## config.mk

```make
export PLATFORM = sky130hd
export DESIGN_NAME = wb_rr_arbiter
export DESIGN_NICKNAME = d
export VERILOG_FILES = /design/src/rtl/wb_pkg.sv /design/src/rtl/rr_pick.sv /design/src/rtl/wb_rr_arbiter.sv
export SDC_FILE = /design/constraint.sdc
export NUM_CORES = 1
export LEC_CHECK = 0
export CELL_PAD_IN_SITES_DETAIL_PLACEMENT = 1
export CELL_PAD_IN_SITES_GLOBAL_PLACEMENT = 1
export CORE_MARGIN = 8
export CORE_UTILIZATION = 20
export CTS_CLUSTER_SIZE = 12
export DETAILED_ROUTE_END_ITERATION = 10
export MAX_ROUTING_LAYER = met4
export PLACE_DENSITY_LB_ADDON = 0.1
export SYNTH_ARGS = -nofsm -noshare
export SYNTH_HDL_FRONTEND = slang
export SYNTH_HIERARCHICAL = 1
export SYNTH_SLANG_ARGS = --single-unit
```

## constraint.sdc

```tcl
create_clock -name clk -period 3 [get_ports clk]
set_clock_uncertainty 0.15 [all_clocks]
set_input_delay 0.3 -clock clk [delete_from_list [all_inputs] [get_ports clk]]
set_output_delay 0.3 -clock clk [all_outputs]
set_load 0.005 [all_outputs]
```

## src/rtl/wb_pkg.sv

```systemverilog
// wb_pkg: shared Wishbone definitions for the bus fabric.
//   CTI_* : cycle type identifier encodings (classic, constant, incrementing, end-of-burst)
//   arb_state_t : arbiter ownership state (idle / a master owns the bus)
package wb_pkg;

  localparam logic [2:0] CTI_CLASSIC = 3'b000;
  localparam logic [2:0] CTI_CONST   = 3'b001;
  localparam logic [2:0] CTI_INCR    = 3'b010;
  localparam logic [2:0] CTI_EOB     = 3'b111;

  typedef enum logic {ARB_IDLE, ARB_OWNED} arb_state_t;

endpackage

```

## src/rtl/rr_pick.sv

```systemverilog
// rr_pick: combinational rotate-priority encoder.
//   req      in  [N-1:0]  request vector
//   last_idx in  [W-1:0]  index of the previous owner (lowest priority)
//   valid    out          any request present
//   idx      out [W-1:0]  first requester scanning last_idx+1 .. last_idx+N (mod N)
module rr_pick #(
  parameter int unsigned N = 2,
  parameter int unsigned W = (N > 1) ? $clog2(N) : 1
) (
  input  logic [N-1:0] req,
  input  logic [W-1:0] last_idx,
  output logic         valid,
  output logic [W-1:0] idx
);

  int unsigned cand;
  logic [W-1:0] cidx;

  always_comb begin
    valid = 1'b0;
    idx   = '0;
    cand  = 0;
    cidx  = '0;
    for (int unsigned i = 1; i <= N; i++) begin
      cand = (32'(last_idx) + i) % N;
      cidx = W'(cand);
      if (!valid && req[cidx]) begin
        valid = 1'b1;
        idx   = cidx;
      end
    end
  end

endmodule

```

## src/rtl/wb_rr_arbiter.sv

```systemverilog
// wb_rr_arbiter: N-master to 1-slave Wishbone B4 round-robin arbiter.
// The grant is held for the owner's whole CYC (bursts included); terminations
// are routed back to the owner only; read data is broadcast to every master.
// Ports:
//   clk, rst                       clock, synchronous active-high reset
//   m_cyc/m_stb/m_we [N-1:0]       per-master request/strobe/write-enable
//   m_adr/m_dat_o/m_cti            per-master address, write data, cycle type
//   m_dat_i                        slave read data (unqualified broadcast)
//   m_ack/m_err/m_rty [N-1:0]      terminations to the owner only
//   s_cyc/s_stb/s_we/s_adr/s_dat_o/s_cti   to slave
//   s_dat_i, s_ack/s_err/s_rty     from slave
//   grant [N-1:0]                  one-hot owner, 0 when idle
// Optional: `define WB_ARB_TIMEOUT_EN adds a stall watchdog that answers ERR
// after TIMEOUT unterminated strobe cycles.
module wb_rr_arbiter
  import wb_pkg::*;
#(
  parameter int unsigned NUM_MASTERS = 2,
  parameter int unsigned ADR_W       = 32,
  parameter int unsigned DAT_W       = 32,
  parameter int unsigned TIMEOUT     = 255
) (
  input  logic                               clk,
  input  logic                               rst,
  input  logic [NUM_MASTERS-1:0]             m_cyc,
  input  logic [NUM_MASTERS-1:0]             m_stb,
  input  logic [NUM_MASTERS-1:0]             m_we,
  input  logic [NUM_MASTERS-1:0][ADR_W-1:0]  m_adr,
  input  logic [NUM_MASTERS-1:0][DAT_W-1:0]  m_dat_o,
  input  logic [NUM_MASTERS-1:0][2:0]        m_cti,
  output logic [DAT_W-1:0]                   m_dat_i,
  output logic [NUM_MASTERS-1:0]             m_ack,
  output logic [NUM_MASTERS-1:0]             m_err,
  output logic [NUM_MASTERS-1:0]             m_rty,
  output logic                               s_cyc,
  output logic                               s_stb,
  output logic                               s_we,
  output logic [ADR_W-1:0]                   s_adr,
  output logic [DAT_W-1:0]                   s_dat_o,
  output logic [2:0]                         s_cti,
  input  logic [DAT_W-1:0]                   s_dat_i,
  input  logic                               s_ack,
  input  logic                               s_err,
  input  logic                               s_rty,
  output logic [NUM_MASTERS-1:0]             grant
);

  localparam int unsigned IW = (NUM_MASTERS > 1) ? $clog2(NUM_MASTERS) : 1;

  arb_state_t fsm, fsm_nxt;
  logic [IW-1:0] grant_idx, grant_idx_nxt;
  logic [IW-1:0] last_idx, last_idx_nxt;
  logic          pick_valid;
  logic [IW-1:0] pick_idx;
  logic          owner_active;
  logic          wd_fire;

  rr_pick #(.N(NUM_MASTERS), .W(IW)) u_pick (
    .req      (m_cyc),
    .last_idx (last_idx),
    .valid    (pick_valid),
    .idx      (pick_idx)
  );

  always_ff @(posedge clk) begin
    if (rst) begin
      fsm       <= ARB_IDLE;
      grant_idx <= '0;
      last_idx  <= IW'(NUM_MASTERS - 1);
    end else begin
      fsm       <= fsm_nxt;
      grant_idx <= grant_idx_nxt;
      last_idx  <= last_idx_nxt;
    end
  end

  always_comb begin
    fsm_nxt       = fsm;
    grant_idx_nxt = grant_idx;
    last_idx_nxt  = last_idx;
    case (fsm)
      ARB_IDLE: begin
        if (pick_valid) begin
          fsm_nxt       = ARB_OWNED;
          grant_idx_nxt = pick_idx;
        end
      end
      ARB_OWNED: begin
        if (!m_cyc[grant_idx]) begin
          fsm_nxt      = ARB_IDLE;
          last_idx_nxt = grant_idx;
        end
      end
      default: fsm_nxt = ARB_IDLE;
    endcase
  end

  // Owner dropping CYC gates the slave side off in that same cycle, ahead of the FSM.
  assign owner_active = (fsm == ARB_OWNED) && m_cyc[grant_idx];
  assign m_dat_i      = s_dat_i;

  always_comb begin
    s_cyc   = 1'b0;
    s_stb   = 1'b0;
    s_we    = 1'b0;
    s_adr   = '0;
    s_dat_o = '0;
    s_cti   = '0;
    m_ack   = '0;
    m_err   = '0;
    m_rty   = '0;
    grant   = '0;
    if (fsm == ARB_OWNED) grant[grant_idx] = 1'b1;
    if (owner_active) begin
      s_cyc              = ~wd_fire;
      s_stb              = m_stb[grant_idx] & ~wd_fire;
      s_we               = m_we[grant_idx];
      s_adr              = m_adr[grant_idx];
      s_dat_o            = m_dat_o[grant_idx];
      s_cti              = m_cti[grant_idx];
      m_ack[grant_idx]   = s_ack & ~wd_fire;
      m_err[grant_idx]   = s_err | wd_fire;
      m_rty[grant_idx]   = s_rty & ~wd_fire;
    end
  end

`ifdef WB_ARB_TIMEOUT_EN
  localparam int unsigned CW = $clog2(TIMEOUT + 1);
  logic [CW-1:0] wd_cnt;
  logic          stall;

  // Stall is judged on the master's strobe, not the gated s_stb, so the fire cycle itself clears.
  assign stall   = owner_active & m_stb[grant_idx] & ~(s_ack | s_err | s_rty);
  assign wd_fire = owner_active & (wd_cnt == CW'(TIMEOUT));

  always_ff @(posedge clk) begin
    if (rst || !stall || wd_fire) wd_cnt <= '0;
    else                          wd_cnt <= wd_cnt + CW'(1);
  end
`else
  logic timeout_unused;
  assign wd_fire        = 1'b0;
  assign timeout_unused = (TIMEOUT != 0);
`endif

endmodule
```

### Word-level counts from Yosys, hierarchy flattened

Cells that the tools add are included.

| operators by class | value |
|---|---|
| $mul | 0 |
| bitwise gates (word level) | 5 |
| order comparisons | 4 |
| muxes and demuxes | 35 |
| reduce and logical (&&, ||, !) cells | 6 |
| shifts and indexed selects | 0 |
| $add $sub $neg | 2 |
| div/mod/pow operators | 0 |
| eq/ne operators | 0 |

Operators with widths:

| operator | count |
|---|---|
| $mux 32 | 6 |
| $mux 1 | 20 |
| $mux 3 | 3 |
| $mux 2 | 4 |
| $and 2x2->2 | 3 |
| $lt 1x2->1 const B | 3 |
| $reduce_and 2->1 | 2 |
| $logic_and 1x1->1 | 3 |
| $add 1x1->1 const B | 2 |
| $not 1->1 | 2 |
| $pmux 1 s2 | 1 |
| $demux 1 s1 | 1 |
| $ge 1x1->1 const B | 1 |
| $logic_not 1->1 | 1 |

| word-level totals | value |
|---|---|
| register bits after elaboration | 3 |
| memory bits (writable) | 0 |
| word-level logic and storage cells | 55 |
| bits of input ports | 177 |
| memory bits (read-only) | 0 |
| memories kept | 0 |
| bits in latches | 0 |

### Longest topological paths before layout

Gate-level depths: netlist of run 1.

| depth | value |
|---|---|
| depth in word-level cells | 9 |
| gate-level depth with buffers | 5 |
| gate-level depth less buffers | 4 |

### Modules after synthesis

Netlist of run 1, hierarchy kept.

By module, submodules not included:

| module | area each (sq um) | seq. area each (sq um) | instances | cells each |
|---|---|---|---|---|
| wb_rr_arbiter | 2,625.0 | 60.1 | 1 | 301 |
| rr_pick | 13.8 | 0.0 | 1 | 2 |

### Worst setup path before layout of run 1

OpenSTA, ideal clock, no wires.

| path | value |
|---|---|
| kind | input to output |
| start point | input m_cyc[1] |
| end point | output s_adr[14] |
| path buffers | 2 |
| slack | 1,650 ps |
| required time | 2,550 ps |
| stages on the path | 4 |
| arrival | 900 ps |
| cells stage by stage | buf_2 -> buf_4 -> nand3_2 -> a21oi_2 |

| on the way | value |
|---|---|
| longest elaborated chain between the ends | 4 |

Ends and longest elaborated chain:

| what | line | RTL |
|---|---|---|
| start: declaration | wb_rr_arbiter.sv:25 | `input logic [NUM_MASTERS-1:0] m_cyc,` |
| $mux 1 (implied by the code) (2 in a row) | wb_rr_arbiter.sv:99 | `assign owner_active = (fsm == ARB_OWNED) && m_cyc[grant_idx];` |
| $logic_and 1x1->1 | wb_rr_arbiter.sv:99 |  |
| $mux 32 | wb_rr_arbiter.sv:114 | `if (owner_active) begin` |
| end: declaration | wb_rr_arbiter.sv:38 | `output logic [ADR_W-1:0] s_adr,` |

No other way between the ends. The select of a mux whose other input is x is not followed.

### Final worst setup path of run 1

| path | value |
|---|---|
| start point | register grant_idx |
| end point | output s_dat_o[23] |

| on the way | value |
|---|---|
| longest elaborated chain between the ends | 4 |
| elaborated cells on any way between the ends | 6 |
| classes of those cells | 5 x mux; 1 x reduce/logical |

Ends and longest elaborated chain:

| what | line | RTL |
|---|---|---|
| start: declaration | wb_rr_arbiter.sv:51 | `logic [IW-1:0] grant_idx, grant_idx_nxt;` |
| start signal: assignment | wb_rr_arbiter.sv:72 | `grant_idx <= grant_idx_nxt;` |
| $mux 1 (implied by the code) (2 in a row) | wb_rr_arbiter.sv:99 |  |
| $logic_and 1x1->1 | wb_rr_arbiter.sv:99 |  |
| $mux 32 * | wb_rr_arbiter.sv:114 |  |
| end: declaration | wb_rr_arbiter.sv:39 | `output logic [DAT_W-1:0] s_dat_o,` |

Mark *: on every way between the ends. The rest lies on a longest branch, timed or not. The select of a mux whose other input is x is not followed.

==> metrics.md, run 1 <==
| Metric | Value |
|---|---|
| Share of post-route cells with drive strength above 1 | `33.2%` |
| Reg-to-reg slack, setup | `1290 ps` |
| Total setup buffers inserted after CTS | `0` |
| Synth async-reset ratio | `0%` |
| CTS tree | `done` |
| Starting Density | `20.2%` |
| Data arrival, critical path | `2010 ps` |
| Peak supply drop | `0.146 mV` |
| Netlist cell types | `25` |
| Min cycle time layout | `2460 ps` |
| Largest net degree at the start of global routing | `55` |
| Clk slew on worst S/H paths | `30 ps` |
| FF+latch count, synth | `3` |
| Delay-heaviest family, CP | `buffers and inverters` |
| CP Max Fanout | `54` |
| Final hold viol count | `0` |
| Post-synthesis sequential area ratio | `2.28%` |
| Cts repair resizes | `0` |
| Global-route wire length before repair | `17.7 mm` |
| Leakage | `0.00130 µW` |
| Critical R2R Launch | `fsm` |
| Final Instance Area | `4660 µm²` |
| Least-Margin Pin Slew | `684 ps` |
| Synth area leader | `nand3_2` |
| Worst skew pair latency | `220 ps` |
| Vias in the first global route | `3192` |
| Drt initial violations | `53` |
| CTS Buf Count | `3` |
| Clock root buffer | `clkbuf_16` |
| Total GRT Usage | `13.4%` |
| Placer congestion estimate | `0.712` |
| Area after DPL | `4590 µm²` |
| Relative slew slack | `54.4%` |
| Area Growth Syn to Fin | `76.8%` |
| Final global-route overflow total | `0` |
| FF-to-FF End | `last_idx` |
| Synth Flop Type | `dfxtp_1` |
| 1st-pass router iterations | `4` |
| Count of input and output buffers | `222` |
| Post-route setup TNS | `0 ps` |
| Worst path bufs/invs | `2` |
| Mapped Area | `2640 µm²` |
| Final period util | `81.9%` |
| Final setup vio count | `0` |
| Worst Setup EP | `s_dat_o[23]` |
| Layout Nets | `645` |
| Worst hold-check path type | `primary input to register` |
| Max cap viols | `0` |
| Ant diodes | `0` |
| Max Freq | `0.407 GHz` |
| Die height | `131 µm` |
| Sink Count | `3` |
| Clock buffer depth | `2` |
| Hold-fix buffers, CTS | `0` |
| Crit path depth | `4` |
| Max Slew Vio Count | `0` |
| Die X-Extent | `131 µm` |
| Hold path start | `m_cyc[1]` |
| Rows | `42` |
| Io pins | `287` |
| Hpwl dp | `9.32 mm` |
| Largest cells by area after synthesis | `nand3_2 26%, a21oi_2 23%, nand3b_1 20%` |
| Worst Path Required | `2550 ps` |
| Crit-path cells | `buf_12 -> nand3_2 -> a21oi_2 -> clkdlybuf4s50_1` |
| # DRC | `0` |
| Drt wl/cell | `18.7 µm` |
| Cell count of the worst reg-to-reg path | `4` |
| Setup CP Type | `register to output port` |
| Net Count, Synth | `480` |
| Core area | `13100 µm²` |
| Post-DRT Antenna Nets | `0` |
| Share of the synthesized area in the top cell type | `26.2%` |
| Antenna violations before repair | `0` |
| Pwr/cell area | `178 nW/µm²` |
| Number of synthesized flops with an enable pin | `0` |
| Cells after synthesis | `303` |
| Via/cell ratio | `4.51` |
| CP peak stage delay | `630 ps` |
| Status | `finished clean` |
| Routed Wire Length | `12.0 mm` |
| Syn Area/Cell | `8.71 µm²` |
| Slowest CP cell | `dfxtp_4` |
| Startpoint Class | `register` |
| RSZ-0062 raised after global routing | `no` |
| Die area | `17100 µm²` |
| CP Launch Point | `grant_idx` |
| Yosys warns | `6` |
| CTS HTree Levels | `1` |
| CP endpoint kind | `output port` |
| Via count | `2901` |
## logic make-up after synthesis
group	synth area share, %
AOI/OAI and AO/OA	24.2
muxes	0.759
DFF	2.28
and+or+nand+nor	48.8
buffers and inverters	23.9
## state kept, by name, indices dropped and copies added (netlist names)
name       cells
last_idx       1
grant_idx      1
fsm            1
## synth_stat cells (2+ instances only)
master / n
and2_1: 3
buf_12: 8
buf_4: 34
dfxtp_1: 3
nor2_1: 2
clkbuf_8: 6
buf_2: 20
nand3_2: 69
buf_6: 2
and3_1: 4
mux2i_1: 2
a21oi_2: 69
nand3b_1: 69
## metrics by stage
step,instances,util [%],total power [µW],setup WS (ps),hold WS [ps]
after global placement,639,35.0,620,744,343
after CTS,643,35.6,845,519,405
after detailed placement,639,35.0,627,735,388
final,643,35.6,829,543,397
after floorplan,303,-,350,1650,222
after global routing,643,35.6,883,433,413
## layout make-up
type	count	area (µm²)
Tap cell	176	220
Multi-Input combinational cell	227	1950
Clock buffer	4	78.8
Sequential cell	3	63.8
Inverter	2	10.0
Timing Repair Buffer	231	2340
Fill cell	1514	8420
## placed cells by master (no fill, tap or decap), types with 2 or more instances in the layout
cell type,instances
a21oi_2,69
and2_1,3
and3_1,4
buf_12,5
buf_4,5
clkbuf_16,3
clkdlybuf4s50_1,220
dfxtp_1,2
mux2i_1,2
nand3_2,69
nand3b_1,69
nor2_1,2
## worst min-delay path by stage
stage / to / slack (ps) / cells after the start
after floorplan: grant_idx / 220 / 1
after global placement: last_idx / 340 / 2
after detailed placement: last_idx / 390 / 2
after CTS: last_idx / 400 / 2
after global routing: last_idx / 410 / 2
final: last_idx / 400 / 2
## power breakdown
part / internal (µW) / total [µW] / switching (µW)
registers: 43.1 / 56.1 / 13.0
logic: 329 / 561 / 233
clock network: 175 / 212 / 36.3
## metal layers
metal	GRT usage, %	part of all wire, %
met4	2.43	0.74
met1	15.0	41
met5	-	0
met2	23.6	50
met3	3.61	8.1
Power figures use the tool's default switching activity.
==> inputs of run 2 (changes only) <==
--- a/config.mk
+++ b/config.mk
@@ -8,7 +8,7 @@
 export CELL_PAD_IN_SITES_DETAIL_PLACEMENT = 1
 export CELL_PAD_IN_SITES_GLOBAL_PLACEMENT = 1
 export CORE_MARGIN = 8
-export CORE_UTILIZATION = 20
+export CORE_UTILIZATION = 19
 export CTS_CLUSTER_SIZE = 12
 export DETAILED_ROUTE_END_ITERATION = 10
 export MAX_ROUTING_LAYER = met4
==> constraint.sdc (replaced) <==
create_clock -name clk -period 2.45 [get_ports clk]
set_clock_uncertainty 0.15 [all_clocks]
set_input_delay 0.245 -clock clk [delete_from_list [all_inputs] [get_ports clk]]
set_output_delay 0.245 -clock clk [all_outputs]
set_load 0.005 [all_outputs]
==> run 2 against run 1 <==
Cell count up 0.62%. Via count down 0.10%. Count of clock-buffer cells in the layout unchanged. Critical endpoint is now m_rty[1]. Flip-flop and latch count unchanged. Largest cell class unchanged.
==> metrics.md, run 2 (same netlist as run 1, synthesis figures left out) <==
| Metric | Value |
|---|---|
| Ant diodes | `0 (unchanged)` |
| RSZ-0062 raised after global routing | `no` |
| Commonest non-fill, non-tap cell in the layout | `clkdlybuf4s50_1` |
| Post-route setup TNS | `0 ps (unchanged)` |
| Least-Margin Pin Slew | `539 ps (-145 ps)` |
| Status | `finished clean` |
| Drt initial violations | `136 (+160%)` |
| Total setup buffers inserted after CTS | `0 (unchanged)` |
| Starting Density | `19.2% (-0.93 points)` |
| Slowest CP cell | `clkdlybuf4s50_1` |
| Area after DPL | `4620 µm² (+0.65%)` |
| Io pins | `287 (unchanged)` |
| Max Slew Vio Count | `0 (unchanged)` |
| Count of input and output buffers | `222 (unchanged)` |
| Fill count | `1592 (+5.2%)` |
| Peak supply drop | `0.227 mV (+55%)` |
| Clock buffer depth | `2 (unchanged)` |
| Share of post-route cells with drive strength above 1 | `33.2% (unchanged)` |
| Worst setup margin | `169 ps (-374 ps)` |
| Relative slew slack | `64.0% (+9.7 points)` |
| Post-DRT Antenna Nets | `0 (unchanged)` |
| Top Registers | `fsm: 1 flops, grant_idx: 1 flops, last_idx: 1 flops` |
| Die height | `134 µm (+2.3%)` |
| Max cap viols | `0 (unchanged)` |
| Sink Count | `3 (unchanged)` |
| Cts repair resizes | `0 (unchanged)` |
| Worst Path Required | `2060 ps (-490 ps)` |
| Crit-path cells | `buf_4 -> and3_1 -> and2_1 -> clkdlybuf4s50_1` |
| 1st-pass router iterations | `4 (unchanged)` |
| Vias in the first global route | `3241 (+1.5%)` |
| Commonest non-fill, non-tap cells in the layout | `220 x clkdlybuf4s50_1, 69 x nand3_2, 69 x nand3b_1, 69 x a21oi_2, 7 x buf_12` |
| Largest net degree at the start of global routing | `61 (+11%)` |
| Min cycle time layout | `2280 ps` |
| Final hold viol count | `0 (unchanged)` |
| Setup CP Type | `register to output port` |
| Core area | `13700 µm² (+4.8%)` |
| CP peak stage delay | `510 ps (-120 ps)` |
| Leakage | `0.00131 µW (+0.79%)` |
| Hold-fix buffers, CTS | `0 (unchanged)` |
| CTS HTree Levels | `1 (unchanged)` |
| Data arrival, critical path | `1890 ps (-120 ps)` |
| Rows | `43 (+2.4%)` |
| Worst skew pair latency | `230 ps (about the same)` |
| Final global-route overflow total | `0 (unchanged)` |
| Final Instance Area | `4690 µm² (+0.64%)` |
| Drt wl/cell | `18.9 µm (+1.2%)` |
| Placed insts | `643 (+0.63%)` |
| Via count | `2898 (-0.10%)` |
| Non-Filler Instances | `647 (+0.62%)` |
| Die area | `17900 µm² (+4.6%)` |
| Startpoint Class | `register` |
| Die X-Extent | `134 µm (+2.3%)` |
| Final period util | `93.1%` |
| Routed Wire Length | `12.2 mm (+1.8%)` |
| Max Freq | `0.438 GHz` |
| Global-route wire length before repair | `18.6 mm (+4.9%)` |
| Area Growth Syn to Fin | `77.9%` |
| CTS tree | `done` |
| Total GRT Usage | `13.1% (-0.26 points)` |
| Via/cell ratio | `4.48 (-0.72%)` |
| Layout Nets | `645 (unchanged)` |
| Worst hold-check path type | `primary input to output port` |
| CP Max Fanout | `20 (-63%)` |
| CTS Buf Count | `3 (unchanged)` |
| Final setup vio count | `0 (unchanged)` |
| Pwr/cell area | `219 nW/µm² (+23%)` |
| Clock root buffer | `clkbuf_16` |
| Clk slew on worst S/H paths | `30 ps (about the same)` |
| Hpwl dp | `9.31 mm (about the same)` |
| Place WS | `400 ps (-336 ps)` |
| Antenna violations before repair | `0 (unchanged)` |
| Placer congestion estimate | `0.705 (-1.0%)` |
| CP endpoint kind | `output port` |
| # DRC | `0 (unchanged)` |
[run 2: final timing paths]
kind	startpoint	endpoint	slack (ps)	cells past startpoint
worst max register to register	grant_idx	fsm	910	4
worst min-delay path	s_dat_i[18]	m_dat_i[18]	340	0
worst min register to register	last_idx	last_idx	410	2
worst max-delay path	grant_idx	m_rty[1]	170	4
[run 2: layer usage]
metal	GRT usage, %	vias up	part of all wire, %
met5	-	-	0
met4	2.93	0	1.5
met3	4.08	20	8.3
met2	22.4	128	49
met1	14.7	1365	41
li1	-	1385	-
[run 2: area by class of cell]
class	count	area, µm²	share of cell area (%)
Sequential cell	3	63.8	1.36
Tap cell	180	225	4.80
Clock buffer	4	78.8	1.68
Inverter	2	10.0	0.213
Multi-Input combinational cell	227	1950	41.5
Timing Repair Buffer	231	2370	50.5
[run 2: critical path: cells and delay by family, from the launching register on]
family	cells	cell delay [ps]
and+or+nand+nor	2	370
DFF	1	470
buffers and inverters	2	810
[run 2: stage by stage]
step / power [µW] / hold WS (ps) / util, %
after floorplan: 428 / 167 / -
final: 1030 / 340 / 34.2
after CTS: 1050 / 340 / 34.2
after global routing: 1100 / 340 / 34.2
after global placement: 769 / 340 / 33.6
after detailed placement: 775 / 340 / 33.6
[run 2: report_power, final]
part	internal (µW)	leakage, µW	switching (µW)	total, µW
Combinational	409	0.00124	292	701
Sequential	52.7	0.0000255	9.31	62.1
Clock	215	0.0000382	50.1	265
==> inputs of run 3 (changes only) <==
--- a/config.mk
+++ b/config.mk
@@ -7,6 +7,7 @@
 export LEC_CHECK = 0
 export CELL_PAD_IN_SITES_DETAIL_PLACEMENT = 1
 export CELL_PAD_IN_SITES_GLOBAL_PLACEMENT = 1
+export CORE_ASPECT_RATIO = 1.75
 export CORE_MARGIN = 8
 export CORE_UTILIZATION = 19
 export CTS_CLUSTER_SIZE = 12
==> run 3 against run 2 <==
Fmax up 2.1%. Die area up 0.83%. Register-to-register slack better by 40 ps. Global-route usage up 0.19 points. Critical path type unchanged. Critical endpoint is now s_dat_o[0]. Largest cell class unchanged. Highest routed layer unchanged.
==> metrics.md, run 3 (same netlist as run 1, synthesis figures left out) <==
| Metric | Value |
|---|---|
| Routed Wire Length | `12.6 mm (+3.2%)` |
| Worst setup margin | `215 ps (+45.9 ps)` |
| Crit-path cells | `inv_4 -> buf_4 -> a21oi_2 -> clkdlybuf4s50_1` |
| Switching Fraction | `33.9% (-0.22 points)` |
| Max Freq | `0.447 GHz (+2.1%)` |
| Final global-route overflow total | `0 (unchanged)` |
| Drt wl/cell | `19.6 µm (+3.5%)` |
| Clock root buffer | `clkbuf_16` |
| Relative slew slack | `66.8% (+2.7 points)` |
| Post-route setup TNS | `0 ps (unchanged)` |
| Antenna violations before repair | `2 (+2)` |
| Via/cell ratio | `4.50 (+0.38%)` |
| Cell count of the worst reg-to-reg path | `4 (unchanged)` |
| Die area | `18100 µm² (+0.83%)` |
| Hold-fix buffers, CTS | `0 (unchanged)` |
| Largest net degree at the start of global routing | `91 (+49%)` |
| Delay-heaviest family, CP | `buffers and inverters` |
| Max Slew Vio Count | `0 (unchanged)` |
| Starting Density | `19.2% (-0.063 points)` |
| Switching power | `346 µW (-1.6%)` |
| Worst Path Required | `2060 ps (about the same)` |
| Place WS | `403 ps (+3.15 ps)` |
| Global-route wire length before repair | `18.7 mm (+0.93%)` |
| Io pins | `287 (unchanged)` |
| CP peak stage delay | `480 ps (-30 ps)` |
| CP Max Fanout | `30 (+50%)` |
| Hpwl dp | `9.81 mm (+5.3%)` |
| Final period util | `91.2% (-1.9 points)` |
| Pwr/cell area | `218 nW/µm² (-0.60%)` |
| Final hold viol count | `0 (unchanged)` |
| Post-DRT Antenna Nets | `0 (unchanged)` |
| Placer congestion estimate | `0.726 (+3.0%)` |
| Setup CP Type | `register to output port` |
| Slowest CP cell | `clkdlybuf4s50_1` |
| Worst hold-check path type | `primary input to output port` |
| Fill count | `1605 (+0.82%)` |
| # DRC | `0 (unchanged)` |
| Sink Count | `3 (unchanged)` |
| Hold slack | `340 ps (-0.00100 ps)` |
| Worst skew pair latency | `220 ps (about the same)` |
| Vias in the first global route | `3219 (-0.68%)` |
| Layout Nets | `644 (-0.16%)` |
| Data arrival, critical path | `1840 ps (-50 ps)` |
| Worst path bufs/invs | `3 (+1)` |
| Final setup vio count | `0 (unchanged)` |
| Status | `finished clean` |
| Count of input and output buffers | `222 (unchanged)` |
| CTS tree | `done` |
| Via count | `2900 (+0.069%)` |
| Max cap viols | `0 (unchanged)` |
| Startpoint Class | `register` |
| Core area | `13800 µm² (+0.33%)` |
| Hold path cells | `0 (unchanged)` |
| Combinational share of power | `69.0% (+0.8 points)` |
| Commonest non-fill, non-tap cell in the layout | `clkdlybuf4s50_1` |
| Die height | `172 µm (+28%)` |
| Least-Margin Pin Slew | `498 ps (-41.2 ps)` |
| Total GRT Usage | `13.3% (+0.19 points)` |
| Cts repair resizes | `0 (unchanged)` |
| Final Instance Area | `4680 µm² (-0.40%)` |
| Top Registers | `fsm: 1 flops, grant_idx: 1 flops, last_idx: 1 flops` |
| Drt initial violations | `58 (-57%)` |
| Crit path depth | `4 (unchanged)` |
| Area after DPL | `4590 µm² (-0.52%)` |
| Clk slew on worst S/H paths | `30 ps (about the same)` |
| Reg power frac | `5.6% (-0.4 points)` |
| Peak supply drop | `0.188 mV (-17%)` |
| Total power | `1020 µW (-1.0%)` |
| Clock buffer depth | `2 (unchanged)` |
| Area Growth Syn to Fin | `77.2%` |
| CTS HTree Levels | `1 (unchanged)` |
| Die X-Extent | `105 µm (-21%)` |
| Share of post-route cells with drive strength above 1 | `33.0% (-0.14 points)` |
| Pint | `673 µW (-0.67%)` |
| Commonest non-fill, non-tap cells in the layout | `220 x clkdlybuf4s50_1, 69 x nand3_2, 69 x nand3b_1, 69 x a21oi_2, 6 x buf_12` |
| Clock Power Share | `25.3% (-0.5 points)` |
| CTS Buf Count | `3 (unchanged)` |
| CP endpoint kind | `output port` |
| Leakage | `0.00129 µW (-0.84%)` |
| Min cycle time layout | `2240 ps (-45.9 ps)` |
| RSZ-0062 raised after global routing | `no` |
| Rows | `57 (+33%)` |
| 1st-pass router iterations | `4 (unchanged)` |
| Total setup buffers inserted after CTS | `0 (unchanged)` |
## run 3: cell type report
cell class | instances | area (µm²) | area share, %
clock buffer | 4 | 78.8 | 1.69
timing repair buffer | 230 | 2350 | 50.3
antenna | 2 | 5.00 | 0.107
sequential | 3 | 63.8 | 1.36
multi-input combinational | 227 | 1950 | 41.6
inverter | 2 | 10.0 | 0.214
tap | 177 | 221 | 4.74
## run 3: worst paths after layout
check / from / slack, ps / endpoint
min: s_dat_i[20] / 340 / m_dat_i[20]
max: fsm / 210 / s_dat_o[0]
min reg2reg: last_idx / 370 / last_idx
max reg2reg: grant_idx / 950 / fsm
## run 3: metal layers
layer  global-route usage [%]  vias up  routed length [µm]
li1                         -     1388                   -
met1                     13.2     1390                4430
met2                     26.3      116                7520
met3                     2.84        6                 617
met4                     2.06        0                  68
met5                        -        -                   0
## run 3: worst reg2reg max path: cells and delay by family (launching register included)
family          cells  cell delay (ps)
simple gates        1               70
flops               1              360
buf+inv             1              350
mux                 1              270
compound gates      1              200
## run 3: metrics by stage
stage               instances  util [%]
floorplan                 303         -
global placement          639      33.4
detailed placement        639      33.4
CTS                       643      33.9
global route              645      34.0
finish                    645      34.0
## run 3: power groups by stage
stage          Combinational, µW  Sequential [µW]  Clock, µW
3_3_place_gp                 708             57.5          0
5_1_grt                      761             58.0        267
2_1_floorplan                372             56.0          0
4_1_cts                      720             57.6        262
3_5_place_dp                 716             58.2          0
6_report                     703             57.3        258
